File: src/rtl/usb_rx_pkt_unpacker.sv
// usb_rx_pkt_unpacker: drains the USB RX data FIFO for one packet at a time.
// DATA0/DATA1 packets have their trailing 2 CRC bytes held back in a 2-entry
// skid buffer, CRC16 is checked over every popped byte, and the payload is
// streamed out on a valid/ready port. One pkt_done pulse per packet carries
// the status (pkt_ok, pkt_len, pkt_pid).
// Optional: define USB_RX_DROP_CNT_EN to add the saturating drop_cnt output.
module usb_rx_pkt_unpacker #(
  parameter int unsigned MAX_PAYLOAD = 64,
  parameter int unsigned LEN_W       = 7
) (
  input  logic             clk,
  input  logic             rst,
  input  logic [7:0]       r_data,
  input  logic             empty,
  output logic             r_enable,
  input  logic             rcving,
  input  logic             r_error,
  input  logic [3:0]       PID,
  output logic [7:0]       out_data,
  output logic             out_valid,
  input  logic             out_ready,
  output logic             pkt_done,
  output logic             pkt_ok,
  output logic [LEN_W-1:0] pkt_len,
  output logic [3:0]       pkt_pid
`ifdef USB_RX_DROP_CNT_EN
  ,
  output logic [15:0]      drop_cnt
`endif
);

  localparam logic [3:0]       PidData0   = 4'b0011;
  localparam logic [3:0]       PidData1   = 4'b1011;
  localparam logic [15:0]      CrcInit    = 16'hFFFF;
  localparam logic [15:0]      CrcResidue = 16'h800D;
  localparam logic [LEN_W-1:0] MaxLen     = LEN_W'(MAX_PAYLOAD);

  typedef enum logic [2:0] {
    StIdle,
    StActive,
    StFlush,
    StEval,
    StDone
  } state_e;

  state_e           state_q, state_d;
  logic [7:0]       skid0_q, skid0_d;     // oldest buffered byte
  logic [7:0]       skid1_q, skid1_d;     // newest buffered byte
  logic [1:0]       skid_cnt_q, skid_cnt_d;
  logic [15:0]      crc_q, crc_d;
  logic [LEN_W-1:0] fwd_cnt_q, fwd_cnt_d;
  logic             ovf_q, ovf_d;
  logic [7:0]       out_data_q, out_data_d;
  logic             out_valid_q, out_valid_d;
  logic             pkt_ok_q, pkt_ok_d;
  logic [LEN_W-1:0] pkt_len_q, pkt_len_d;
  logic [3:0]       pkt_pid_q, pkt_pid_d;

  logic can_accept;
  logic is_data;
  logic act_pop;
  logic fwd_load;

  // Serial CRC16 over one byte, LSB first.
  function automatic logic [15:0] crc16_byte(input logic [15:0] crc_in, input logic [7:0] b);
    logic [15:0] c;
    logic        fb;
    c = crc_in;
    for (int i = 0; i < 8; i++) begin
      fb = b[i] ^ c[15];
      c  = {c[14:0], 1'b0} ^ (fb ? 16'h8005 : 16'h0000);
    end
    return c;
  endfunction

  assign is_data = (pkt_pid_q == PidData0) || (pkt_pid_q == PidData1);

  // FSM state register.
  always_ff @(posedge clk) begin
    if (rst) begin
      state_q <= StIdle;
    end else begin
      state_q <= state_d;
    end
  end

  // FSM next-state logic.
  always_comb begin
    state_d = state_q;
    unique case (state_q)
      StIdle:   if (rcving) state_d = StActive;
      StActive: begin
        if (r_error) begin
          state_d = StFlush;
        end else if (!rcving && empty && !r_enable) begin
          state_d = StEval;
        end
      end
      StFlush:  if (!rcving && empty) state_d = StDone;
      StEval:   state_d = StDone;
      StDone:   state_d = StIdle;
      default:  state_d = StIdle;
    endcase
  end

  // FSM outputs: FIFO pop strobe and end-of-packet pulse.
  always_comb begin
    can_accept = 1'b1;
    if (state_q == StActive) begin
      // With a full skid buffer a pop must push the oldest byte to the output register.
      can_accept = (skid_cnt_q < 2'd2) | ~out_valid_q | out_ready;
    end
    r_enable = ((state_q == StActive) || (state_q == StFlush)) && !empty && can_accept;
    pkt_done = (state_q == StDone);
  end

  // Datapath next-state: skid buffer, CRC, output register and packet status.
  always_comb begin
    skid0_d     = skid0_q;
    skid1_d     = skid1_q;
    skid_cnt_d  = skid_cnt_q;
    crc_d       = crc_q;
    fwd_cnt_d   = fwd_cnt_q;
    ovf_d       = ovf_q;
    out_data_d  = out_data_q;
    out_valid_d = out_valid_q;
    pkt_ok_d    = pkt_ok_q;
    pkt_len_d   = pkt_len_q;
    pkt_pid_d   = pkt_pid_q;
    fwd_load    = 1'b0;
    act_pop     = r_enable && (state_q == StActive);

    if (state_q == StIdle && rcving) begin
      pkt_pid_d  = PID;
      fwd_cnt_d  = '0;
      crc_d      = CrcInit;
      ovf_d      = 1'b0;
      skid_cnt_d = 2'd0;
    end

    if (act_pop) begin
      crc_d = crc16_byte(crc_q, r_data);
      if (is_data) begin
        unique case (skid_cnt_q)
          2'd0: begin
            skid0_d    = r_data;
            skid_cnt_d = 2'd1;
          end
          2'd1: begin
            skid1_d    = r_data;
            skid_cnt_d = 2'd2;
          end
          default: begin
            skid0_d = skid1_q;
            skid1_d = r_data;
            if (fwd_cnt_q == MaxLen) begin
              ovf_d = 1'b1;  // byte is dropped, count saturates
            end else begin
              fwd_load  = 1'b1;
              fwd_cnt_d = fwd_cnt_q + LEN_W'(1);
            end
          end
        endcase
      end
    end

    // A pending output byte survives DONE/IDLE until the consumer takes it.
    if (fwd_load) begin
      out_valid_d = 1'b1;
      out_data_d  = skid0_q;
    end else if (out_valid_q && out_ready) begin
      out_valid_d = 1'b0;
    end

    if (state_q == StEval) begin
      pkt_ok_d  = is_data ? ((crc_q == CrcResidue) && (skid_cnt_q == 2'd2) && !ovf_q) : 1'b1;
      pkt_len_d = is_data ? fwd_cnt_q : '0;
    end else if (state_q == StFlush && !rcving && empty) begin
      pkt_ok_d  = 1'b0;
      pkt_len_d = fwd_cnt_q;
    end
  end

  // Datapath registers.
  always_ff @(posedge clk) begin
    if (rst) begin
      skid0_q     <= '0;
      skid1_q     <= '0;
      skid_cnt_q  <= 2'd0;
      crc_q       <= CrcInit;
      fwd_cnt_q   <= '0;
      ovf_q       <= 1'b0;
      out_data_q  <= '0;
      out_valid_q <= 1'b0;
      pkt_ok_q    <= 1'b0;
      pkt_len_q   <= '0;
      pkt_pid_q   <= '0;
    end else begin
      skid0_q     <= skid0_d;
      skid1_q     <= skid1_d;
      skid_cnt_q  <= skid_cnt_d;
      crc_q       <= crc_d;
      fwd_cnt_q   <= fwd_cnt_d;
      ovf_q       <= ovf_d;
      out_data_q  <= out_data_d;
      out_valid_q <= out_valid_d;
      pkt_ok_q    <= pkt_ok_d;
      pkt_len_q   <= pkt_len_d;
      pkt_pid_q   <= pkt_pid_d;
    end
  end

`ifdef USB_RX_DROP_CNT_EN
  logic [15:0] drop_cnt_q, drop_cnt_d;

  // Count failed packets, saturating.
  always_comb begin
    drop_cnt_d = drop_cnt_q;
    if (state_q == StDone && !pkt_ok_q && drop_cnt_q != 16'hFFFF) begin
      drop_cnt_d = drop_cnt_q + 16'd1;
    end
  end

  // Drop counter register.
  always_ff @(posedge clk) begin
    if (rst) begin
      drop_cnt_q <= '0;
    end else begin
      drop_cnt_q <= drop_cnt_d;
    end
  end

  assign drop_cnt = drop_cnt_q;
`endif

  assign out_data  = out_data_q;
  assign out_valid = out_valid_q;
  assign pkt_ok    = pkt_ok_q;
  assign pkt_len   = pkt_len_q;
  assign pkt_pid   = pkt_pid_q;

endmodule
File: config.mk
export PLATFORM = sky130hd
export DESIGN_NAME = usb_rx_pkt_unpacker
export DESIGN_NICKNAME = d
export VERILOG_FILES = /design/src/rtl/usb_rx_pkt_unpacker.sv
export SDC_FILE = /design/constraint.sdc
export NUM_CORES = 1
export LEC_CHECK = 0
export BUFFER_PORTS_ARGS = -buffer_cell sky130_fd_sc_hd__buf_2
export CAP_MARGIN = 20
export CORE_MARGIN = 2
export CORE_UTILIZATION = 45
export DETAILED_ROUTE_END_ITERATION = 8
export MAX_ROUTING_LAYER = met4
export PLACE_DENSITY = 0.67
export SLEW_MARGIN = 20
export SYNTH_ARGS = -nofsm -noshare
export SYNTH_HDL_FRONTEND = slang
export SYNTH_SLANG_ARGS = --single-unit
File: constraint.sdc
create_clock -name clk -period 2.1 [get_ports clk]
set_clock_uncertainty 0.15 [all_clocks]
set_input_delay 0.315 -clock clk [delete_from_list [all_inputs] [get_ports clk]]
set_output_delay 0.315 -clock clk [all_outputs]
set_load 0.02 [all_outputs]
# Word-level counts from Yosys, hierarchy flattened
# Index checks and enable logic that the tools add are counted.
dict set report classes {
  add_sub_neg 1
  n_lt_le_gt_ge 1
  n_eq_ne 13
  n_mux 43
  n_bitwise 21
  n_reduce_logical 26
}
# operator count
set op_table {}
lappend op_table {{16-bit 2-to-1 mux} 10}
lappend op_table {{16-bit XOR} 8}
lappend op_table {{7-bit 2-to-1 mux} 8}
lappend op_table {{16-bit equality test (second input constant)} 1}
lappend op_table {{8-bit one-hot mux with 2 select lines} 1}
lappend op_table {{1-bit 2-to-1 mux} 15}
lappend op_table {{3-bit 2-to-1 mux} 4}
lappend op_table {{3-bit one-hot mux with 4 select lines} 1}
lappend op_table {{1-bit logical AND} 11}
lappend op_table {{3-bit AND reduction} 3}
lappend op_table {{1-bit XOR} 8}
lappend op_table {{7-bit by 1-bit adder with 7-bit output (second input constant)} 1}
lappend op_table {{7-bit equality test (second input constant)} 1}
lappend op_table {{3-bit by 2-bit equality test with 1-bit output (second input constant)} 2}
lappend op_table {{2-bit 2-to-1 mux} 3}
lappend op_table {{2-bit nonzero test} 3}
lappend op_table {{4-bit by 2-bit equality test with 1-bit output (second input constant)} 1}
lappend op_table {{4-bit equality test (second input constant)} 1}
lappend op_table {{1-bit logical NOT} 4}
lappend op_table {{2-bit inequality test (second input constant)} 2}
lappend op_table {{2-bit one-hot mux with 2 select lines} 1}
lappend op_table {{3-bit by 1-bit equality test with 1-bit output (second input constant)} 1}
lappend op_table {{3-bit equality test (second input constant)} 1}
lappend op_table {{3-bit logical NOT} 1}
lappend op_table {{other kinds (9)} 13}
dict set report word_totals {
  reg_bits 66
}

# Longest topological paths before layout
# Gate-level depths: netlist (run 1).
dict set report depth {
  word_depth 25
  depth_mapped 9
  depth_no_buf 8
}

# Least setup slack after synthesis (run 1)
# OpenSTA, ideal clock, no wires.
dict set report synth_timing {
  path_type {register -> register}
  start {reg state_q[1]}
  end {reg fwd_cnt_q[6]}
  arrival_time_ns 1.730
  path_slack_ns 0.150
  stages_incl_launch_ff 8
  cell_sequence {dfxtp_1 -> buf_4 -> nor4b_4 -> nand3_2 -> or2_1 -> buf_2 -> or3_1 -> a21oi_1}
}
dict set report synth_via {
  elab_chain_cells 7
}
# element line_no
set synth_lines {}
lappend synth_lines {{start: declaration} 46} ;# state_e state_q, state_d;
lappend synth_lines {{start signal: assignment} 81} ;# state_q <= StIdle;
lappend synth_lines {{start signal: assignment} 83} ;# state_q <= state_d;
lappend synth_lines {{3-bit logical NOT} 133} ;# if (state_q == StIdle && rcving) begin
lappend synth_lines {{1-bit logical AND} 133}
lappend synth_lines {{7-bit 2-to-1 mux} 133}
lappend synth_lines {{7-bit 2-to-1 mux} 156} ;# if (fwd_cnt_q == MaxLen) begin
lappend synth_lines {{7-bit 2-to-1 mux} 144} ;# unique case (skid_cnt_q)
lappend synth_lines {{7-bit 2-to-1 mux} 143} ;# if (is_data) begin
lappend synth_lines {{7-bit 2-to-1 mux (*)} 141} ;# if (act_pop) begin
lappend synth_lines {{end signal: assignment} 203} ;# fwd_cnt_q <= fwd_cnt_d;
lappend synth_lines {{end: declaration} 51} ;# logic [LEN_W-1:0] fwd_cnt_q, fwd_cnt_d;
# Every way passes the cells marked *; elsewhere a longest branch is shown, timed or not.
# A chain may end at the register's enable or synchronous reset.

# Final worst setup path (run 1)
dict set report layout_timing {
  start {reg crc_q[15]}
  end {reg crc_q[15]}
}
dict set report layout_via {
  elab_chain_cells 25
}
# element line_no
set layout_lines {}
lappend layout_lines {{start: declaration} 50} ;# logic [15:0] crc_q, crc_d;
lappend layout_lines {{start signal: assignment} 190} ;# crc_q <= CrcInit;
lappend layout_lines {{start signal: assignment} 202} ;# crc_q <= crc_d;
lappend layout_lines {{1-bit XOR} 70} ;# fb = b[i] ^ c[15];
lappend layout_lines {{16-bit 2-to-1 mux} 71} ;# c = {c[14:0], 1'b0} ^ (fb ? 16'h8005 : 16'h0000);
lappend layout_lines {{16-bit XOR} 71}
lappend layout_lines {{1-bit XOR} 70}
lappend layout_lines {{16-bit 2-to-1 mux} 71}
lappend layout_lines {{16-bit XOR} 71}
lappend layout_lines {{1-bit XOR} 70}
lappend layout_lines {{16-bit 2-to-1 mux} 71}
lappend layout_lines {{(+9 left out)} -}
lappend layout_lines {{16-bit XOR} 71}
lappend layout_lines {{1-bit XOR} 70}
lappend layout_lines {{16-bit 2-to-1 mux} 71}
lappend layout_lines {{16-bit XOR} 71}
lappend layout_lines {{1-bit XOR} 70}
lappend layout_lines {{16-bit 2-to-1 mux} 71}
lappend layout_lines {{16-bit XOR} 71}
lappend layout_lines {{16-bit 2-to-1 mux} 141}
# Every way passes these cells.

==> summary.log, run 1 <==
INFO  outcome        run_status=completed
INFO  logic_synthesis ys_seq_area_share=44.5%
INFO  logic_synthesis synth_net_count=357
INFO  power_and_ir_drop power_switching=0.725mW
INFO  clocking       h-tree-depth=3
INFO  logic_synthesis yosys_register_bits=66
INFO  logic_synthesis synth_area=2970um2
INFO  drt            ant_nets=0
INFO  placement      globalplace.congestion=0.896
INFO  clocking       cts_tree=yes
INFO  sta            min_period_over_period=93.4%
INFO  clocking       total_setup_buffers_inserted_after_cts=0
INFO  min_path       timing.hold.worst.class=in -> reg
INFO  layout         synthToLayoutAreaGrowth=21.6%
INFO  setup_path     critical_path_arrival=2.04ns
INFO  global_route   grt_pass1_vias=2438
INFO  power_and_ir_drop power_report.internal_total=2.11mW
INFO  logic_synthesis synthDistinctLibCells=50
INFO  floorplan      vert_die_dim=85.3um
INFO  setup_path     worstSetupStartpointType=flip-flop
INFO  floorplan      floorplan_core_area=6390um2
INFO  power_and_ir_drop clock_power_share=41.6%
INFO  clocking       cts_max_path_buffers=2
INFO  min_path       hold-path-cell-count=3
INFO  placement      dp_worst_setup_slack=0.0106ns
INFO  floorplan      dieArea=7270um2
INFO  layout         antennaDiodeCount=0
INFO  placement      place_inst=457
INFO  placement      post-dp-hpwl=4.83mm
INFO  power_and_ir_drop leakagePower=1.47nW
INFO  sta            hold_viol=0
INFO  global_route   grt.total_usage=20.5%
INFO  sta            worst_slack=0.139ns
INFO  power_and_ir_drop seq_power_share=45.8%
INFO  floorplan      die_w=85.3um
INFO  setup_path     endpoint_class_of_the_critical_path=flip-flop
INFO  layout         final_layout_size_suffix_gt1_share=24.2%
INFO  floorplan      initial_core_util=46.5%
INFO  sta            maximum_clock_frequency=0.510GHz
INFO  logic_synthesis synth_enable_flop_cells=0
INFO  clocking       tritoncts_num_sinks=66
INFO  sta            setup_total_negative_slack=0ns
INFO  layout         n_fill_cell=585
INFO  drt            detailedRoute.firstPassIterationCount=4
INFO  global_route   grt_pass1_wl=11.4mm
INFO  drt            detail_route.drc_violations=0
INFO  logic_synthesis most_used_flip_flop_cell_after_synthesis=sky130_fd_sc_hd__dfxtp_1
INFO  layout         stdcell_count=473
INFO  setup_path     cp_max_fo=3
INFO  sta            maxSlewHeadroom=60.4%
INFO  drt            via_count=2538
INFO  run            timing.max_cap.violations=0
INFO  power_and_ir_drop vdd_ir_drop_max=0.673mV
INFO  global_route   grt_overflow_total=0
INFO  drt            wirelength=6.87mm
INFO  drt            drt-initial-drc-count=90
INFO  clocking       clock_transition_time_at_the_flip_flop_clock_pins_of_the_worst_setup_and_hold_paths=0.07ns
INFO  placement      detailed_place.area=3380um2
INFO  sta            maxSlewViolCount=0
INFO  clocking       cts_inserted_buffers=9
INFO  power_and_ir_drop power_density=784nW/um2
INFO  sta            setup_viol=0
INFO  logic_synthesis postSynthAreaPerCell=8.82um2
INFO  logic_synthesis syn-instance-count=337
INFO  layout         finish.instance_area=3610um2
INFO  sta            period_minus_slack=1.96ns
INFO  setup_path     r2r_worst_path_depth=7
INFO  sta            tightestPinTransition=0.594ns
INFO  global_route   grt_max_degree=26
INFO  drt            vias_per_inst=5.37
INFO  power_and_ir_drop pwr-share-comb=12.7%
INFO  global_route   grt_antenna_before_repair=0
INFO  clocking       clock-root-buffer=sky130_fd_sc_hd__clkbuf_8
INFO  floorplan      num_io_pins=41
INFO  clocking       insertion_delay=0.35ns
INFO  setup_path     required=2.18ns
INFO  logic_synthesis synth_async_sr_flop_share=0%
INFO  placement      port-buffer-count=40
INFO  floorplan      rows=29
INFO  drt            drt-wirelength-per-cell=14.5um
INFO  layout         nNetsFinal=411
INFO  logic_synthesis ys.warnings.count=0
INFO  setup_path     critPathKind=reg -> reg
INFO  power_and_ir_drop p_sw_share=25.6%
INFO  sta            grt_setup_unrepaired=false
[repair_timing]
action	in CTS	in global routing
hold buffers	0	0
setup endpoints to repair	0	16
gates resized for setup	0	4
[Yosys cell counts (2+ instances only)]
| cell | instances | area, um2 |
|---|---|---|
| sky130_fd_sc_hd__a22oi_1 | 7 | 52.6 |
| sky130_fd_sc_hd__o21ai_1 | 15 | 75.1 |
| sky130_fd_sc_hd__ha_1 | 2 | 25.0 |
| sky130_fd_sc_hd__a311oi_1 | 8 | 70.1 |
| sky130_fd_sc_hd__xnor2_1 | 13 | 114 |
| sky130_fd_sc_hd__nor3_1 | 19 | 95.1 |
| sky130_fd_sc_hd__nand3_1 | 4 | 20.0 |
| sky130_fd_sc_hd__buf_1 | 2 | 7.51 |
| sky130_fd_sc_hd__nor4b_1 | 2 | 17.5 |
| sky130_fd_sc_hd__and3_1 | 3 | 18.8 |
| sky130_fd_sc_hd__or3_1 | 2 | 12.5 |
| sky130_fd_sc_hd__xor2_2 | 2 | 32.5 |
| sky130_fd_sc_hd__nand2b_1 | 3 | 18.8 |
| sky130_fd_sc_hd__clkbuf_1 | 14 | 52.6 |
| sky130_fd_sc_hd__or2_1 | 2 | 12.5 |
| sky130_fd_sc_hd__o21ai_0 | 12 | 60.1 |
| sky130_fd_sc_hd__nand2_1 | 23 | 86.3 |
| sky130_fd_sc_hd__o211ai_1 | 2 | 15.0 |
| sky130_fd_sc_hd__and2_1 | 2 | 12.5 |
| sky130_fd_sc_hd__inv_1 | 4 | 15.0 |
| sky130_fd_sc_hd__dfxtp_1 | 66 | 1320 |
| sky130_fd_sc_hd__xor2_1 | 6 | 52.6 |
| sky130_fd_sc_hd__nor4_1 | 5 | 31.3 |
| sky130_fd_sc_hd__mux2i_1 | 17 | 170 |
| sky130_fd_sc_hd__buf_2 | 4 | 20.0 |
| sky130_fd_sc_hd__nor2b_1 | 2 | 12.5 |
| sky130_fd_sc_hd__nand3b_1 | 2 | 15.0 |
| sky130_fd_sc_hd__nor2_1 | 57 | 214 |
| sky130_fd_sc_hd__a21oi_1 | 16 | 80.1 |
[state kept, by name, summed over array words and instances, names as in the netlist]
name,cells
crc_q,16
out_data,8
ovf_q,1
pkt_ok,1
out_valid,1
pkt_pid,4
skid_cnt_q,2
state_q,3
skid0_q,8
pkt_len,7
fwd_cnt_q,7
skid1_q,8
[final timing paths]
kind / from / end / slack (ns)
setup / recovery: crc_q[15] / crc_q[15] / 0.14
hold reg to reg: pkt_pid[3] / pkt_pid[3] / 0.30
setup reg to reg: crc_q[15] / crc_q[15] / 0.14
hold / removal: PID[3] / pkt_pid[3] / 0.04
[critical path, cell delays in order, from the launching register on]
cell and delay (ns):
sky130_fd_sc_hd__dfxtp_1 0.41, sky130_fd_sc_hd__xnor2_1 0.15, sky130_fd_sc_hd__buf_4 0.15, sky130_fd_sc_hd__xor2_2 0.18, sky130_fd_sc_hd__xnor3_2 0.43, sky130_fd_sc_hd__xnor2_4 0.16, sky130_fd_sc_hd__nor4_2 0.16, sky130_fd_sc_hd__a221oi_2 0.05
[metal layers]
layer / share of wire (%) / up-vias / global-route usage [%]
li1: - / 1291 / -
met4: 1.5 / 0 / 5.77
met1: 47 / 1178 / 25.9
met3: 4.4 / 14 / 6.52
met2: 47 / 55 / 31.7
met5: 0 / - / -
[metrics by stage]
step           hold WS, ns  util (%)  total power [mW]
2_1_floorplan        0.301         -              1.57
3_3_place_gp         0.298      53.0              1.68
3_5_place_dp         0.300      53.0              1.68
4_1_cts             0.0349      56.4              2.86
5_1_grt             0.0607      56.6              2.95
6_report            0.0443      56.6              2.83
[final cells by class]
type / count / area, um2 / share of cell area (%)
clock inverter: 7 / 93.8 / 2.60
inverter: 4 / 15.0 / 0.415
tap: 77 / 96.3 / 2.67
timing repair buffer: 64 / 397 / 11.0
multi-input combinational: 246 / 1570 / 43.3
sequential: 66 / 1320 / 36.6
clock buffer: 9 / 124 / 3.43
[kinds of logic after synthesis]
group	count (synthesis)	share of synthesized area, %
AOI/OAI and AO/OA	67	14.0
xor gates and xnor gates	23	8.42
buffers and inverters	25	3.45
muxes	18	6.11
adders and majority gates	2	0.842
DFF	66	44.5
and+or+nand+nor	136	22.7
[layout by cell type, fill, tap and decap left out, types with 4 or more instances in the layout]
| cell type | count |
|---|---|
| sky130_fd_sc_hd__buf_4 | 22 |
| sky130_fd_sc_hd__buf_2 | 40 |
| sky130_fd_sc_hd__dfxtp_1 | 65 |
| sky130_fd_sc_hd__clkbuf_8 | 9 |
| sky130_fd_sc_hd__nor4_1 | 5 |
| sky130_fd_sc_hd__o21ai_0 | 12 |
| sky130_fd_sc_hd__a22oi_1 | 7 |
| sky130_fd_sc_hd__a311oi_1 | 8 |
| sky130_fd_sc_hd__nor2_1 | 56 |
| sky130_fd_sc_hd__nor3_1 | 19 |
| sky130_fd_sc_hd__nand3_1 | 4 |
| sky130_fd_sc_hd__nand2_1 | 23 |
| sky130_fd_sc_hd__a21oi_1 | 16 |
| sky130_fd_sc_hd__inv_1 | 4 |
| sky130_fd_sc_hd__xnor2_1 | 13 |
| sky130_fd_sc_hd__xor2_1 | 6 |
| sky130_fd_sc_hd__o21ai_1 | 15 |
| sky130_fd_sc_hd__mux2i_1 | 17 |
[power groups by stage]
| stage | clock network (mW) | registers, mW | logic [mW] |
|---|---|---|---|
| after CTS | 1.21 | 1.30 | 0.361 |
| after global placement | 0 | 1.32 | 0.356 |
| after detailed placement | 0 | 1.32 | 0.358 |
| after floorplan | 0 | 1.33 | 0.242 |
| after global routing | 1.26 | 1.30 | 0.390 |
| final | 1.18 | 1.30 | 0.359 |
Note: power is estimated with default switching activity, not from simulation.
==> run 2, diff against run 1 <==
PLACE_DENSITY = 0.75   (was 0.67)
==> summary.log, run 2 (synthesis results as in run 1) <==
INFO  floorplan      floorplan_core_area=6390um2
INFO  clocking       cts_inserted_buffers=9
INFO  global_route   grt.total_usage=20.3%
INFO  sta            grt_setup_unrepaired=false
INFO  setup_path     critical_path_arrival=2.05ns
INFO  sta            setup_viol=0
INFO  drt            detailedRoute.firstPassIterationCount=4
INFO  clocking       h-tree-depth=3
INFO  layout         antennaDiodeCount=0
INFO  power_and_ir_drop power_density=776nW/um2
INFO  min_path       holdPathEnd=pkt_pid[1]
INFO  sta            period_minus_slack=1.97ns
INFO  global_route   grt_pass1_vias=2423
INFO  setup_path     endpoint_class_of_the_critical_path=flip-flop
INFO  setup_path     cp_max_fo=3
INFO  clocking       clock-root-buffer=sky130_fd_sc_hd__clkbuf_8
INFO  floorplan      num_io_pins=41
INFO  drt            drt-wirelength-per-cell=14.4um
INFO  placement      post-dp-hpwl=4.88mm
INFO  run            timing.max_cap.violations=0
INFO  floorplan      initial_core_util=46.5%
INFO  sta            min_period_over_period=94.0%
INFO  placement      port-buffer-count=40
INFO  placement      place_inst=457
INFO  clocking       clock_transition_time_at_the_flip_flop_clock_pins_of_the_worst_setup_and_hold_paths=0.07ns
INFO  sta            fin_worst_hold_slack=0.0606ns
INFO  layout         final_layout_size_suffix_gt1_share=23.9%
INFO  layout         registers.top_by_ff_count=crc_q
INFO  drt            wirelength=6.83mm
INFO  global_route   grt_overflow_total=0
INFO  setup_path     crit-reg2reg-capture=crc_q[15]
INFO  floorplan      dieArea=7270um2
INFO  drt            drt-initial-drc-count=112
INFO  global_route   grt_antenna_before_repair=0
INFO  min_path       timing.hold.worst.class=in -> reg
INFO  sta            hold_viol=0
INFO  clocking       insertion_delay=0.34ns
INFO  clocking       cts_max_path_buffers=2
INFO  sta            maxSlewViolCount=0
INFO  floorplan      vert_die_dim=85.3um
INFO  layout         stdcell_count=474
INFO  drt            via_count=2547
INFO  clocking       cts_tree=yes
INFO  power_and_ir_drop leakagePower=1.49nW
INFO  floorplan      die_w=85.3um
INFO  layout         mostFrequentLayoutCell=sky130_fd_sc_hd__dfxtp_1
INFO  sta            maximum_clock_frequency=0.506GHz
INFO  global_route   grt_max_degree=47
INFO  layout         nNetsFinal=412
INFO  setup_path     required=2.17ns
INFO  min_path       hold-path-cell-count=3
INFO  drt            ant_nets=0
INFO  min_path       hp-start=PID[1]
INFO  setup_path     setup_crit_start=crc_q[10]
INFO  outcome        run_status=completed
INFO  drt            detail_route.drc_violations=0
INFO  placement      globalplace.congestion=0.863
INFO  global_route   grt_pass1_wl=11.3mm
INFO  power_and_ir_drop vdd_ir_drop_max=0.618mV
INFO  setup_path     critPathKind=reg -> reg
INFO  sta            tightestPinTransition=0.576ns
INFO  setup_path     r2r_setup_slack=0.13ns
INFO  floorplan      rows=29
INFO  clocking       tritoncts_num_sinks=66
INFO  setup_path     r2r_worst_path_depth=6
INFO  setup_path     worstSetupStartpointType=flip-flop
INFO  sta            maxSlewHeadroom=61.6%
INFO  layout         largest_register_ffs=16
INFO  drt            vias_per_inst=5.37
INFO  layout         synthToLayoutAreaGrowth=22.0%
INFO  layout         most-common-layout-cells=sky130_fd_sc_hd__dfxtp_1, sky130_fd_sc_hd__nor2_1, sky130_fd_sc_hd__buf_2
INFO  setup_path     critical_path.reg2reg.startpoint=crc_q[10]
[run 2: cell type report]
type	count	area, um2
fillers	584	2760
multi-input cells	246	1570
flip-flops and latches	66	1320
repair buffers	65	413
clock buffers	11	131
well taps	77	96.3
clock inverters	5	78.8
inverters	4	15.0
[run 2: report_power, final]
| part | switching [mW] | internal, mW | total (mW) |
|---|---|---|---|
| clock network | 0.489 | 0.667 | 1.16 |
| logic | 0.197 | 0.166 | 0.363 |
| registers | 0.0195 | 1.27 | 1.29 |
[run 2: worst max-delay path, stage by stage, from the launching register on]
cell	delay, ns
sky130_fd_sc_hd__dfxtp_1	0.35
sky130_fd_sc_hd__xnor2_1	0.28
sky130_fd_sc_hd__xnor2_1	0.17
sky130_fd_sc_hd__xnor3_2	0.51
sky130_fd_sc_hd__xnor2_4	0.17
sky130_fd_sc_hd__nor4_2	0.18
sky130_fd_sc_hd__a221oi_2	0.05
[run 2: worst max path at each step]
stage	to	slack (ns)	cells after the start
finish	crc_q[15]	0.13	6
global route	crc_q[15]	0.02	6
detailed placement	crc_q[15]	-0.01	7
floorplan	fwd_cnt_q[6]	0.15	7
global placement	crc_q[15]	0.09	7
CTS	r_enable	0.04	4
[run 2: what timing repair did]
action | 4_1_cts | 5_1_grt
endpoints found under the setup margin | 0 | 9
hold buffers | 0 | 0
gates resized for setup | 0 | 3
setup buffers | 0 | 1
[run 2: routing by layer]
| layer | GRT usage, % | up-vias | part of all wire, % |
|---|---|---|---|
| li1 | - | 1292 | - |
| met1 | 25.5 | 1188 | 46 |
| met2 | 31.3 | 59 | 48 |
| met3 | 4.77 | 8 | 4.2 |
| met4 | 8.95 | 0 | 1.5 |
| met5 | - | - | 0 |
[run 2: per-stage QoR]
stage | utilization (%) | area (um2) | total power, mW | setup TNS (ns) | setup WS, ns
6_report | 56.8 | 3630 | 2.81 | 0 | 0.125
5_1_grt | 56.8 | 3630 | 2.92 | 0 | 0.0150
4_1_cts | 56.4 | 3600 | 2.85 | 0 | 0.0437
3_5_place_dp | 53.2 | 3390 | 1.68 | -0.0106 | -0.0106
2_1_floorplan | - | 2970 | 1.57 | 0 | 0.150
3_3_place_gp | 53.2 | 3390 | 1.68 | 0 | 0.0896
